<file path="src/rtl/mem_arb_pkg.sv">
// Shared types and helpers for the unified-memory port arbiter.
package mem_arb_pkg;

  typedef enum logic [1:0] {
    IDLE    = 2'd0,
    BUSY_IF = 2'd1,
    BUSY_D  = 2'd2
  } arb_state_t;

  localparam logic [1:0] SIZE_B = 2'b00;
  localparam logic [1:0] SIZE_H = 2'b01;
  localparam logic [1:0] SIZE_W = 2'b10;

  localparam logic OP_LOAD  = 1'b0;
  localparam logic OP_STORE = 1'b1;

  // Size 2'b11 has no legal encoding, so it is reported as misaligned.
  function automatic logic is_misaligned(input logic [1:0] size, input logic [1:0] lo);
    case (size)
      SIZE_B:  return 1'b0;
      SIZE_H:  return lo[0];
      SIZE_W:  return |lo;
      default: return 1'b1;
    endcase
  endfunction

  function automatic logic [3:0] byte_en(input logic [1:0] size, input logic [1:0] lo);
    case (size)
      SIZE_B:  return 4'b0001 << lo;
      SIZE_H:  return 4'b0011 << lo;
      default: return 4'b1111;
    endcase
  endfunction

endpackage

</file>
<file path="src/rtl/load_align.sv">
// Load lane select plus sign/zero extension; purely combinational.
module load_align
  import mem_arb_pkg::*;
(
  input  logic [31:0] i_rdata,
  input  logic [1:0]  i_lane,
  input  logic [1:0]  i_size,
  input  logic        i_unsigned,
  output logic [31:0] o_data
);

  logic [31:0] w_shift;

  assign w_shift = i_rdata >> {i_lane, 3'b000};

  always_comb begin
    o_data = i_rdata;
    case (i_size)
      SIZE_B:  o_data = {{24{~i_unsigned & w_shift[7]}}, w_shift[7:0]};
      SIZE_H:  o_data = {{16{~i_unsigned & w_shift[15]}}, w_shift[15:0]};
      default: o_data = i_rdata;
    endcase
  end

endmodule

</file>
<file path="src/rtl/mem_port_arbiter.sv">
// Fetch vs load/store arbiter for a single-ported memory; valid 2+ cycles after request.
// Define ARB_FAIR_EN for round-robin grant; default is fixed data-over-fetch priority.
module mem_port_arbiter
  import mem_arb_pkg::*;
#(
  parameter int ADDR_W  = 32,
  parameter int TIMEOUT = 16
) (
  input  logic              clk,
  input  logic              reset,
  input  logic              if_req,
  input  logic [ADDR_W-1:0] if_addr,
  output logic              if_valid,
  output logic [31:0]       if_rdata,
  input  logic              d_req,
  input  logic              d_we,
  input  logic [1:0]        d_size,
  input  logic              d_unsigned,
  input  logic [ADDR_W-1:0] d_addr,
  input  logic [31:0]       d_wdata,
  output logic              d_valid,
  output logic [31:0]       d_rdata,
  output logic              err,
  output logic              mem_req,
  output logic              mem_we,
  output logic [ADDR_W-1:0] mem_addr,
  output logic [3:0]        mem_be,
  output logic [31:0]       mem_wdata,
  input  logic [31:0]       mem_rdata,
  input  logic              mem_ack,
  output logic              stall
);

  localparam int CNT_W = (TIMEOUT > 1) ? $clog2(TIMEOUT) : 1;
  localparam logic [CNT_W-1:0] TMO_LAST = CNT_W'(TIMEOUT - 1);

  arb_state_t        r_state, w_state_nxt;
  logic              r_mem_req, r_mem_we;
  logic [ADDR_W-1:0] r_mem_addr;
  logic [3:0]        r_mem_be;
  logic [31:0]       r_mem_wdata, r_if_rdata, r_d_rdata;
  logic              r_if_valid, r_d_valid, r_err;
  logic              r_d_we, r_d_uns;
  logic [1:0]        r_d_size, r_d_lane;
  logic [CNT_W-1:0]  r_wd;

  logic        w_if_live, w_d_live, w_pick_d, w_misal;
  logic        w_grant_if, w_grant_d, w_ack_done, w_tmo;
  logic [31:0] w_load_data;
  logic        w_unused;

  assign w_unused  = ^if_addr[1:0];
  // A requester still holds req during its own valid pulse; that cycle must not re-grant it.
  assign w_if_live = if_req & ~r_if_valid;
  assign w_d_live  = d_req & ~r_d_valid;
  assign w_misal   = is_misaligned(d_size, d_addr[1:0]);
  assign stall     = w_if_live | w_d_live;

`ifdef ARB_FAIR_EN
  logic r_last_d;
  assign w_pick_d = ~w_if_live | ~r_last_d;
  always_ff @(posedge clk) begin
    if (reset) r_last_d <= 1'b0;
    else if (w_grant_d | w_grant_if) r_last_d <= w_grant_d;
  end
`else
  assign w_pick_d = 1'b1;
`endif

  always_comb begin
    w_state_nxt = r_state;
    w_grant_if  = 1'b0;
    w_grant_d   = 1'b0;
    w_ack_done  = 1'b0;
    w_tmo       = 1'b0;
    case (r_state)
      IDLE: begin
        if (w_d_live && w_pick_d) begin
          w_grant_d = 1'b1;
          if (!w_misal) w_state_nxt = BUSY_D;
        end else if (w_if_live) begin
          w_grant_if  = 1'b1;
          w_state_nxt = BUSY_IF;
        end
      end
      BUSY_IF, BUSY_D: begin
        if (mem_ack) begin
          w_ack_done  = 1'b1;
          w_state_nxt = IDLE;
        end else if (r_wd == TMO_LAST) begin
          w_tmo       = 1'b1;
          w_state_nxt = IDLE;
        end
      end
      default: w_state_nxt = IDLE;
    endcase
  end

  load_align u_load_align (
    .i_rdata   (mem_rdata),
    .i_lane    (r_d_lane),
    .i_size    (r_d_size),
    .i_unsigned(r_d_uns),
    .o_data    (w_load_data)
  );

  always_ff @(posedge clk) begin
    if (reset) begin
      r_state     <= IDLE;
      r_mem_req   <= 1'b0;
      r_mem_we    <= 1'b0;
      r_mem_addr  <= '0;
      r_mem_be    <= 4'b0000;
      r_mem_wdata <= 32'h0;
      r_if_valid  <= 1'b0;
      r_if_rdata  <= 32'h0;
      r_d_valid   <= 1'b0;
      r_d_rdata   <= 32'h0;
      r_err       <= 1'b0;
      r_d_we      <= 1'b0;
      r_d_uns     <= 1'b0;
      r_d_size    <= SIZE_W;
      r_d_lane    <= 2'b00;
      r_wd        <= '0;
    end else begin
      r_state    <= w_state_nxt;
      r_if_valid <= 1'b0;
      r_d_valid  <= 1'b0;
      r_err      <= 1'b0;
      if (w_grant_d && w_misal) begin
        r_d_valid <= 1'b1;
        r_err     <= 1'b1;
        r_d_rdata <= 32'h0;
      end else if (w_grant_d) begin
        r_mem_req   <= 1'b1;
        r_mem_we    <= d_we;
        r_mem_addr  <= {d_addr[ADDR_W-1:2], 2'b00};
        r_mem_be    <= byte_en(d_size, d_addr[1:0]);
        r_mem_wdata <= (d_we == OP_STORE) ? (d_wdata << {d_addr[1:0], 3'b000}) : 32'h0;
        r_d_we      <= d_we;
        r_d_uns     <= d_unsigned;
        r_d_size    <= d_size;
        r_d_lane    <= d_addr[1:0];
        r_wd        <= '0;
      end else if (w_grant_if) begin
        r_mem_req   <= 1'b1;
        r_mem_we    <= OP_LOAD;
        r_mem_addr  <= {if_addr[ADDR_W-1:2], 2'b00};
        r_mem_be    <= 4'b1111;
        r_mem_wdata <= 32'h0;
        r_wd        <= '0;
      end
      if (w_ack_done || w_tmo) begin
        r_mem_req <= 1'b0;
        r_err     <= w_tmo;
        if (r_state == BUSY_IF) begin
          r_if_valid <= 1'b1;
          r_if_rdata <= w_ack_done ? mem_rdata : 32'h0;
        end else begin
          r_d_valid <= 1'b1;
          r_d_rdata <= (w_ack_done && r_d_we == OP_LOAD) ? w_load_data : 32'h0;
        end
      end else if (r_state != IDLE) begin
        r_wd <= r_wd + CNT_W'(1);
      end
    end
  end

  assign mem_req   = r_mem_req;
  assign mem_we    = r_mem_we;
  assign mem_addr  = r_mem_addr;
  assign mem_be    = r_mem_be;
  assign mem_wdata = r_mem_wdata;
  assign if_valid  = r_if_valid;
  assign if_rdata  = r_if_rdata;
  assign d_valid   = r_d_valid;
  assign d_rdata   = r_d_rdata;
  assign err       = r_err;

endmodule

</file>
<file path="config.mk">
export PLATFORM = sky130hd
export DESIGN_NAME = mem_port_arbiter
export DESIGN_NICKNAME = d
export VERILOG_FILES = /design/src/rtl/mem_arb_pkg.sv /design/src/rtl/load_align.sv /design/src/rtl/mem_port_arbiter.sv
export SDC_FILE = /design/constraint.sdc
export NUM_CORES = 1
export LEC_CHECK = 0
export ABC_CLOCK_PERIOD_IN_PS = 4500
export CORE_MARGIN = 2
export CORE_UTILIZATION = 47
export DETAILED_ROUTE_END_ITERATION = 8
export HOLD_SLACK_MARGIN = 0.1
export PLACE_DENSITY = 0.91
export REMOVE_ABC_BUFFERS = 1
export SYNTH_ARGS = -nofsm -noshare
export SYNTH_HDL_FRONTEND = slang
export SYNTH_SLANG_ARGS = --single-unit
</file>
<file path="constraint.sdc">
create_clock -name clk -period 4.5 [get_ports clk]
set_clock_uncertainty 0.05 [all_clocks]
set_input_delay 1.125 -clock clk [delete_from_list [all_inputs] [get_ports clk]]
set_output_delay 1.125 -clock clk [all_outputs]
set_load 0.03 [all_outputs]
</file>
**Word-level counts from Yosys, hierarchy flattened**

Cells that the tools add are included.

- Add/sub/neg operators: 1
- Multiply operators: 0
- Div/mod/pow operators: 0
- $lt $le $gt $ge: 0
- Eq/ne operators: 9
- Shift-type cells: 4
- Mux-type cells: 45
- Bitwise logic cells: 11
- Reduce and logical (&&, ||, !) cells: 16

Operators by type and width:

| kind | count |
|---|---|
| 2-to-1 mux 32 bit | 10 |
| one-hot mux 32 bit (2 select lines) | 1 |
| << shifter 32 x 5 -> 32 bit | 1 |
| >> shifter 32 x 5 -> 16 bit | 1 |
| 2-to-1 mux 4 bit | 7 |
| 2-to-1 mux 1 bit | 19 |
| 2-to-1 mux 2 bit | 5 |
| inequality test 3 bit (second input constant) | 3 |
| one-hot mux 4 bit (2 select lines) | 1 |
| OR reduction 2 bit | 4 |
| == test 2 x 1 -> 1 bit (second input constant) | 3 |
| logical NOT 2 bit | 3 |
| NOT 1 bit | 6 |
| AND reduction 2 bit | 3 |
| adder 4 x 1 -> 4 bit (second input constant) | 1 |
| bitwise AND 1 bit | 4 |
| == test 2 bit (second input constant) | 2 |
| == test 4 bit (second input constant) | 1 |
| one-hot mux 2 bit (2 select lines) | 1 |
| nonzero test 2 bit | 2 |
| << shifter 1 x 2 -> 4 bit (first input constant) | 1 |
| << shifter 2 x 2 -> 4 bit (first input constant) | 1 |
| one-hot mux 1 bit (3 select lines) | 1 |
| AND reduction 3 bit | 1 |
| 3 further kinds | 4 |

- Flip-flop bits (word level): 149
- Bits in latches: 0
- RAM bits: 0
- Memory bits (read-only): 0
- Bits of input ports: 137
- Output and inout bits: 138
- Word-level logic and storage cells: 102
- Memories kept: 0

**Longest topological paths before layout**

Gate-level depths: netlist (run 1).

- Word-level depth: 10
- Depth in mapped cells: 10
- Gate-level depth less buffers: 6

**Cells and area by module**

From an unflattened synthesis (run 1), not the netlist that was laid out.

- Cell total of the unflattened synthesis: 686
- Area, all modules: 6730.2 µm²

Modules (own cells, without submodules):

| module | times used | cells each | area each (µm²) | sequential area each (µm²) |
|---|---|---|---|---|
| mem_port_arbiter | 1 | 573 | 5989.5 | 2942.8 |
| load_align | 1 | 113 | 740.7 | 0.0 |

**Worst setup path before layout (run 1)**

OpenSTA, ideal clock, no wires.

- Path type: input-to-output
- Start point: input port if_req
- End point: output port stall
- Arrival time: 1.650 ns
- Required time: 3.325 ns
- Path slack: 1.675 ns
- Cell stages on the path: 2
- Path buffers: 0
- Cells stage by stage: nor2b_1 > nand2b_1

- Longest elaborated chain between the ends: 2

RTL lines:

| item | RTL line | text |
|---|---|---|
| from (decl) | mem_port_arbiter.sv:11 | `input logic if_req,` |
| bitwise AND 1 bit | mem_port_arbiter.sv:54 | `assign w_if_live = if_req & ~r_if_valid;` |
| OR 1 bit | mem_port_arbiter.sv:57 | `assign stall = w_if_live \| w_d_live;` |
| to (decl) | mem_port_arbiter.sv:31 | `output logic stall` |

No other way between the ends.

**Worst setup path in the final report (run 1)**

- Start point: input port d_req
- End point: output port stall

- Longest elaborated chain between the ends: 2

RTL lines:

| item | RTL line | text |
|---|---|---|
| from (decl) | mem_port_arbiter.sv:15 | `input logic d_req,` |
| bitwise AND 1 bit | mem_port_arbiter.sv:55 | `assign w_d_live = d_req & ~r_d_valid;` |
| OR 1 bit | mem_port_arbiter.sv:57 |  |

No other way between the ends.

==> results of run 1 <==
==> cell families (layout without fill, tap and decap cells) <==
family	Yosys count	after routing
AOI/OAI and AO/OA	280	280
and+or+nand+nor	214	214
DFF	147	147
buffers and inverters	78	324
muxes	46	46
adders and majority gates	4	4
other	1	2
==> registers in the layout (all words and copies together), names as in the netlist <==
signal     count
r_wd           4
err            1
if_valid       1
r_d_lane       2
if_rdata      32
mem_wdata     32
mem_req        1
r_d_we         1
r_state        2
d_valid        1
d_rdata       32
mem_addr      30
mem_we         1
r_d_size       2
r_d_uns        1
mem_be         4
==> final timing paths <==
check                     end        from  cells after the start  slack (ns)
setup / recovery        stall       d_req                      4        0.62
hold / removal     d_rdata[0]  d_rdata[0]                      2        0.40
setup reg to reg  d_rdata[20]  r_state[0]                      6        1.74
hold reg to reg    d_rdata[0]  d_rdata[0]                      2        0.40
==> area by class of cell <==
class                   count  area share
clock buffers              21      0.0466
clock inverters             9      0.0153
multi-input cells         546       0.340
flip-flops and latches    147       0.292
inverters                   4     0.00149
repair buffers            290       0.283
well taps                 180      0.0223
==> metrics by stage <==
| step | instance area, sq um | utilization | hold slack [ns] | total power [mW] | instances |
|---|---|---|---|---|---|
| CTS | 10100 | 0.727 | 0.406 | 3.91 | 1197 |
| floorplan | 6370 | - | 0.399 | 1.95 | 697 |
| global route | 10100 | 0.727 | 0.431 | 4.05 | 1197 |
| global placement | 9460 | 0.682 | 0.387 | 2.40 | 1167 |
| finish | 10100 | 0.727 | 0.403 | 3.89 | 1197 |
| detailed placement | 9460 | 0.682 | 0.397 | 2.42 | 1167 |
==> where the power goes <==
group | total, mW | internal, mW | switching [mW]
clock | 1.50 | 0.965 | 0.531
sequential | 1.44 | 1.39 | 0.0534
combinational | 0.954 | 0.402 | 0.552
==> per-layer routing <==
layer	routed length (um)	up-vias	GRT usage
met2	10900	324	0.498
met3	2000	45	0.0876
li1	-	3317	-
met5	0	-	0
met4	675	0	0.137
met1	8740	3327	0.342
==> layout by cell type, fill, tap and decap left out, types with 16 or more instances in the layout <==
cell type                           n
sky130_fd_sc_hd__dfxtp_1          147
sky130_fd_sc_hd__buf_4             21
sky130_fd_sc_hd__a21oi_1           92
sky130_fd_sc_hd__o211ai_1          17
sky130_fd_sc_hd__clkdlybuf4s50_1  269
sky130_fd_sc_hd__nand2_1          112
sky130_fd_sc_hd__mux2i_1           36
sky130_fd_sc_hd__a22oi_1           33
sky130_fd_sc_hd__a311oi_1          32
sky130_fd_sc_hd__a221o_1           16
sky130_fd_sc_hd__nor2_1            42
sky130_fd_sc_hd__o21ai_0           46
sky130_fd_sc_hd__clkbuf_16         17
==> worst min-delay path, cell delays in order (launching register included) <==
cell and delay (ns):
sky130_fd_sc_hd__dfxtp_1 0.31, sky130_fd_sc_hd__nand2_1 0.05, sky130_fd_sc_hd__a21oi_1 0.05
==> results.sh, run 1 <==
export IMPL_first_pass_grt_wire_length_mm=34.9
export IMPL_vias_in_the_first_global_route=6855
export IMPL_worst_setup_path_start_kind="input pin"
export IMPL_post_synthesis_adder_cell_area_fraction=0.00747
export IMPL_critical_path_slowest_cell="sky130_fd_sc_hd__clkdlybuf4s50_1"
export IMPL_design_core_area_sq_mm=0.0139
export IMPL_yosysSeqAreaShare=0.439
export IMPL_area_taken_by_multi_input_logic_gates_sq_mm=0.00343
export IMPL_worst_ep_required_time_ns=3.32
export IMPL_place_port_buffers=270
export IMPL_vias=7013
export IMPL_combinational_family_with_the_most_area_after_synthesis="compound AO/OA/AOI/OAI gates"
export IMPL_crit_path_max_fanout=5
export IMPL_synth_flop_cell="sky130_fd_sc_hd__dfxtp_1"
export IMPL_area_growth_syn_to_layout_pct=50.6
export IMPL_yosys_top_cells_area="sky130_fd_sc_hd__dfxtp_1 (44%), sky130_fd_sc_hd__a21oi_1 (6.9%), sky130_fd_sc_hd__nand2_1 (6.3%), sky130_fd_sc_hd__mux2i_1 (5.4%), sky130_fd_sc_hd__a311oi_1 (4.2%)"
export IMPL_fin_crit_ns=3.88
export IMPL_cts_root_buf="sky130_fd_sc_hd__clkbuf_16"
export IMPL_peakVddDrop_mv=0.289
export IMPL_finalSetupViolCount=0
export IMPL_global_route_overflow_total=0
export IMPL_layout_drive_gt1_share=0.0708
export IMPL_seq_area_sq_mm=0.00294
export IMPL_end_kind="output pin"
export IMPL_die_w_um=123
export IMPL_maxCapViolCount=0
export IMPL_highest_cell_delay_on_the_worst_timing_path_ns=0.71
export IMPL_postSynth_asyncResetShare=0
export IMPL_yosysWarnings=0
export IMPL_place_ws_ns=0.651
export IMPL_grt_antenna_before_repair=0
export IMPL_timing_max_transition_violations_final=0
export IMPL_drt_iter0_drc=520
export IMPL_fp_dieH_um=123
export IMPL_synth_largest_area_cell="sky130_fd_sc_hd__dfxtp_1"
export IMPL_synthesis_instances=770
export IMPL_power_leakage_nw=3.56
export IMPL_postLayoutSetupSlackWorst_ns=0.622
export IMPL_yosys_top_cells_count="sky130_fd_sc_hd__dfxtp_1 (147), sky130_fd_sc_hd__nand2_1 (112), sky130_fd_sc_hd__a21oi_1 (92)"
export IMPL_timing_hold_violations_final=0
export IMPL_num_antenna_cells=0
export IMPL_timing_critical_path_arrival_ns=2.70
export IMPL_worstSetupPathType="input pin to output pin"
export IMPL_post_synth_instance_area_sq_mm=0.00670
export IMPL_wirelength_mm=22.4
export IMPL_place_hpwl_mm=15.3
export IMPL_initial_core_util=0.483
export IMPL_muxShareOfSynthArea=0.0723
export IMPL_path_clk_slew_ns=0.06
export IMPL_antenna_violating_nets_post_route=0
export IMPL_globalRouteTotalUtil=0.295
export IMPL_cts_hold_buf=0
export IMPL_wl_per_cell_um=18.7
export IMPL_final_fill_count=1041
export IMPL_fin_setup_tns_ns=0
export IMPL_min_period_over_period=0.862
export IMPL_synth_xor_area_share=0
export IMPL_timing_max_slew_rel_slack=0.363
export IMPL_timing_worst_slew_pin_value_ns=0.956
export IMPL_clk_latency_ns=0.41
export IMPL_place_congestion=0.883
export IMPL_maximum_number_of_buffers_from_clock_root_to_sink=2
export IMPL_synth_top_cell_area_share=0.439
export IMPL_ys_seq_elements=147
export IMPL_clock_sinks=147
export IMPL_largest_net_degree_at_the_start_of_global_routing=79
export IMPL_count_of_flip_flops_with_a_built_in_enable_after_synthesis=0
export IMPL_critPathTopFamily="buffers and inverters"
export IMPL_grt_setup_unrepaired="no"
export IMPL_syn_avg_cell_area_sq_um=8.70
export IMPL_drt_drc_violations_left=0
export IMPL_hp_class="flip-flop to flip-flop"
export IMPL_run_status="completed"
export IMPL_synth_simple_gate_area_frac=0.145
export IMPL_post_cts_resized=0
export IMPL_post_cts_setup_buffer_count=0
export IMPL_cellPowerDensity_mw_per_mm2=386
export IMPL_die_area_sq_mm=0.0152
export IMPL_dr_pass1_iters=5
export IMPL_rows=43
export IMPL_final_nets=1147
export IMPL_tritoncts="done"
export IMPL_detail_route_vias_per_cell=5.86
export IMPL_top_level_ports=275
export IMPL_yosys_cell_types=54
export IMPL_cp_buffers_inverters=2
export IMPL_yosysMostFrequentCell="sky130_fd_sc_hd__dfxtp_1"
export IMPL_fmax_mhz=258
export IMPL_synth_compound_area_frac=0.284
export IMPL_worstPathCellList="clkdlybuf4s50_1 > nand2b_1 > nand2b_1 > clkdlybuf4s50_1"
export IMPL_cts_htree_levels=4
export IMPL_numCtsBuffers=17
Note: power is estimated with default switching activity, not from simulation.
==> run 2, diff against run 1 <==
Settings changed: CORE_MARGIN 2 to 3, PLACE_DENSITY 0.91 to 0.86, SYNTH_HIERARCHICAL set to 1.
==> results.sh, run 2 <==
export IMPL_vias=6346
export IMPL_wirelength_mm=21.0
export IMPL_highest_cell_delay_on_the_worst_timing_path_ns=0.70
export IMPL_worstSetupPathType="input pin to output pin"
export IMPL_timing_max_transition_violations_final=0
export IMPL_timing_max_slew_rel_slack=0.371
export IMPL_place_port_buffers=270
export IMPL_crit_path_max_fanout=5
export IMPL_power_leakage_nw=3.93
export IMPL_initial_core_util=0.483
export IMPL_power_internal_mw=2.75
export IMPL_timing_reg2reg_worst_path_depth=4
export IMPL_finalSetupViolCount=0
export IMPL_hp_class="flip-flop to flip-flop"
export IMPL_postLayoutSetupSlackWorst_ns=0.764
export IMPL_muxShareOfSynthArea=0.0930
export IMPL_worst_hold_path_endpoint="mem_wdata[11]"
export IMPL_wl_per_cell_um=18.8
export IMPL_numCtsBuffers=17
export IMPL_synth_flop_cell="sky130_fd_sc_hd__dfxtp_1"
export IMPL_final_nets=1062
export IMPL_worst_ep_required_time_ns=3.32
export IMPL_syn_avg_cell_area_sq_um=9.81
export IMPL_combinational_family_with_the_most_area_after_synthesis="compound AO/OA/AOI/OAI gates"
export IMPL_post_synth_instance_area_sq_mm=0.00673
export IMPL_synth_simple_gate_area_frac=0.103
export IMPL_count_of_flip_flops_with_a_built_in_enable_after_synthesis=0
export IMPL_cts_htree_levels=4
export IMPL_maxCapViolCount=0
export IMPL_drt_iter0_drc=389
export IMPL_fin_setup_tns_ns=0
export IMPL_timing_hold_violations_final=0
export IMPL_fp_dieH_um=126
export IMPL_reg2reg_from="r_d_lane[1]"
export IMPL_pwr_share_seq=0.369
export IMPL_fmax_mhz=268
export IMPL_clk_latency_ns=0.41
export IMPL_synthesis_instances=686
export IMPL_place_hpwl_mm=14.9
export IMPL_layout_drive_gt1_share=0.0953
export IMPL_comb_power_share=0.264
export IMPL_crit_reg2reg_capture="d_rdata[18]"
export IMPL_cell_depth_of_the_worst_min_delay_path=1
export IMPL_path_clk_slew_ns=0.06
export IMPL_critical_path_slowest_cell="sky130_fd_sc_hd__clkdlybuf4s50_1"
export IMPL_synth_largest_area_cell="sky130_fd_sc_hd__dfxtp_1"
export IMPL_yosys_cell_types=57
export IMPL_place_ws_ns=0.773
export IMPL_timing_worst_slew_pin_value_ns=0.943
export IMPL_post_cts_resized=0
export IMPL_grt_antenna_before_repair=0
export IMPL_yosys_top_cells_area="sky130_fd_sc_hd__dfxtp_1 (44%), sky130_fd_sc_hd__mux2i_1 (8.6%), sky130_fd_sc_hd__a22o_1 (7.0%), sky130_fd_sc_hd__a211oi_2 (5.2%), sky130_fd_sc_hd__a22oi_1 (3.6%)"
export IMPL_synth_xor_area_share=0
export IMPL_ys_seq_elements=147
export IMPL_regToRegSetupSlack_ns=1.72
export IMPL_cts_hold_buf=0
export IMPL_cellPowerDensity_mw_per_mm2=394
export IMPL_postSynth_asyncResetShare=0
export IMPL_grt_setup_unrepaired="no"
export IMPL_cts_root_buf="sky130_fd_sc_hd__clkbuf_16"
export IMPL_design_core_area_sq_mm=0.0139
export IMPL_most_common_cell_on_crit_path="sky130_fd_sc_hd__clkdlybuf4s50_1"
export IMPL_detail_route_vias_per_cell=5.70
export IMPL_tritoncts="done"
export IMPL_place_congestion=0.850
export IMPL_worst_setup_path_start_kind="input pin"
export IMPL_post_cts_setup_buffer_count=0
export IMPL_layout_cells_most_common="sky130_fd_sc_hd__clkdlybuf4s50_1"
export IMPL_post_synthesis_adder_cell_area_fraction=0.00744
export IMPL_yosysSeqAreaShare=0.437
export IMPL_end_kind="output pin"
export IMPL_final_fill_count=1038
export IMPL_rows=43
export IMPL_clock_sinks=147
export IMPL_num_antenna_cells=0
export IMPL_antenna_violating_nets_post_route=0
export IMPL_timing_critical_path_arrival_ns=2.56
export IMPL_worstHoldStart="mem_wdata[11]"
export IMPL_net_switching_power_mw=1.21
export IMPL_die_w_um=126
export IMPL_dr_pass1_iters=5
export IMPL_drt_drc_violations_left=0
export IMPL_run_status="completed"
export IMPL_die_area_sq_mm=0.0158
export IMPL_synth_compound_area_frac=0.305
export IMPL_maximum_number_of_buffers_from_clock_root_to_sink=2
export IMPL_min_period_over_period=0.830
export IMPL_largest_net_degree_at_the_start_of_global_routing=38
export IMPL_first_pass_grt_wire_length_mm=33.2
export IMPL_pwr_share_clk=0.367
export IMPL_layout_cells_most_common_list="sky130_fd_sc_hd__clkdlybuf4s50_1 (268), sky130_fd_sc_hd__dfxtp_1 (147), sky130_fd_sc_hd__mux2i_1 (58)"
export IMPL_globalRouteTotalUtil=0.258
export IMPL_worstPathCellList="clkdlybuf4s50_1 > nand2b_1 > nand2_1 > clkdlybuf4s50_1"
export IMPL_yosys_top_cells_count="sky130_fd_sc_hd__dfxtp_1 (147), sky130_fd_sc_hd__mux2i_1 (58), sky130_fd_sc_hd__a22o_1 (54)"
export IMPL_vias_in_the_first_global_route=6316
export IMPL_fin_total_pwr_mw=3.96
export IMPL_global_route_overflow_total=0
export IMPL_yosysWarnings=6
export IMPL_power_share_switching=0.305
export IMPL_peakVddDrop_mv=0.257
export IMPL_yosysMostFrequentCell="sky130_fd_sc_hd__dfxtp_1"
export IMPL_top_level_ports=275
export IMPL_synth_top_cell_area_share=0.437
export IMPL_fin_crit_ns=3.74
export IMPL_area_growth_syn_to_layout_pct=49.4
## run 2: changes by cell type in the layout (fill, tap and decap cells not counted), sizes merged, moves of 10 or more
cell	change
nand2	-61
nor2b	+10
mux2i	+22
a22o	+54
a311oi	-29
a21oi	-51
a211oi	+28
nand3	-11
o211ai	-17
o21ai	-18
a221o	-16
## run 2: power by group through the flow
| stage | Clock (mW) | Sequential (mW) | Combinational, mW |
|---|---|---|---|
| 2_1_floorplan | 0 | 1.66 | 0.412 |
| 3_3_place_gp | 0 | 1.49 | 1.03 |
| 3_5_place_dp | 0 | 1.49 | 1.04 |
| 4_1_cts | 1.47 | 1.46 | 1.05 |
| 5_1_grt | 1.53 | 1.47 | 1.11 |
| 6_report | 1.45 | 1.46 | 1.04 |
## run 2: how the worst max path moves through the flow
stage               start     endpoint  slack (ns)  cells after the start
floorplan           d_req  mem_addr[2]        0.42                      4
global route        d_req        stall        0.72                      4
global placement    d_req        stall        0.80                      4
finish              d_req        stall        0.76                      4
detailed placement  d_req        stall        0.77                      4
CTS                 d_req        stall        0.76                      4
## run 2: cells by family (layout without fill, tap and decap cells)
group                    count (synthesis)  after routing
AO/OA/AOI/OAI                          255            255
adder cells (fa/ha/maj)                  4              4
buffers and inverters                   76            323
flip-flops                             147            147
multiplexers                            61             61
other                                    1              2
AND/OR/NAND/NOR                        142            142
## run 2: metrics by stage
step / utilization / hold slack, ns / instances / cell area, sq um
after CTS: 0.722 / 0.413 / 1114 / 10100
final: 0.722 / 0.411 / 1114 / 10100
after floorplan: - / 0.394 / 618 / 6400
after global placement: 0.678 / 0.388 / 1082 / 9440
after global routing: 0.722 / 0.440 / 1114 / 10100
after detailed placement: 0.678 / 0.395 / 1082 / 9440
## run 2: cell type report
cell class	count	area, sq um	share of cell area
inverter	7	26.3	0.00261
clock inverter	13	158	0.0157
sequential	147	2940	0.293
clock buffer	19	453	0.0450
multi-input combinational	464	3450	0.343
tap	180	225	0.0224
timing repair buffer	284	2800	0.278
## run 2: routing by layer
| layer | share of wire | up-vias | global-route usage |
|---|---|---|---|
| met5 | 0 | - | 0 |
| met4 | 0.021 | 0 | 0.0791 |
| met3 | 0.075 | 37 | 0.0882 |
| met2 | 0.49 | 224 | 0.437 |
| met1 | 0.42 | 3058 | 0.311 |
| li1 | - | 3027 | - |
## run 2: worst max-delay path: cells and delay by family
| kind | cells | cell delay [ns] |
|---|---|---|
| buffers and inverters | 2 | 1.19 |
| and+or+nand+nor | 2 | 0.25 |
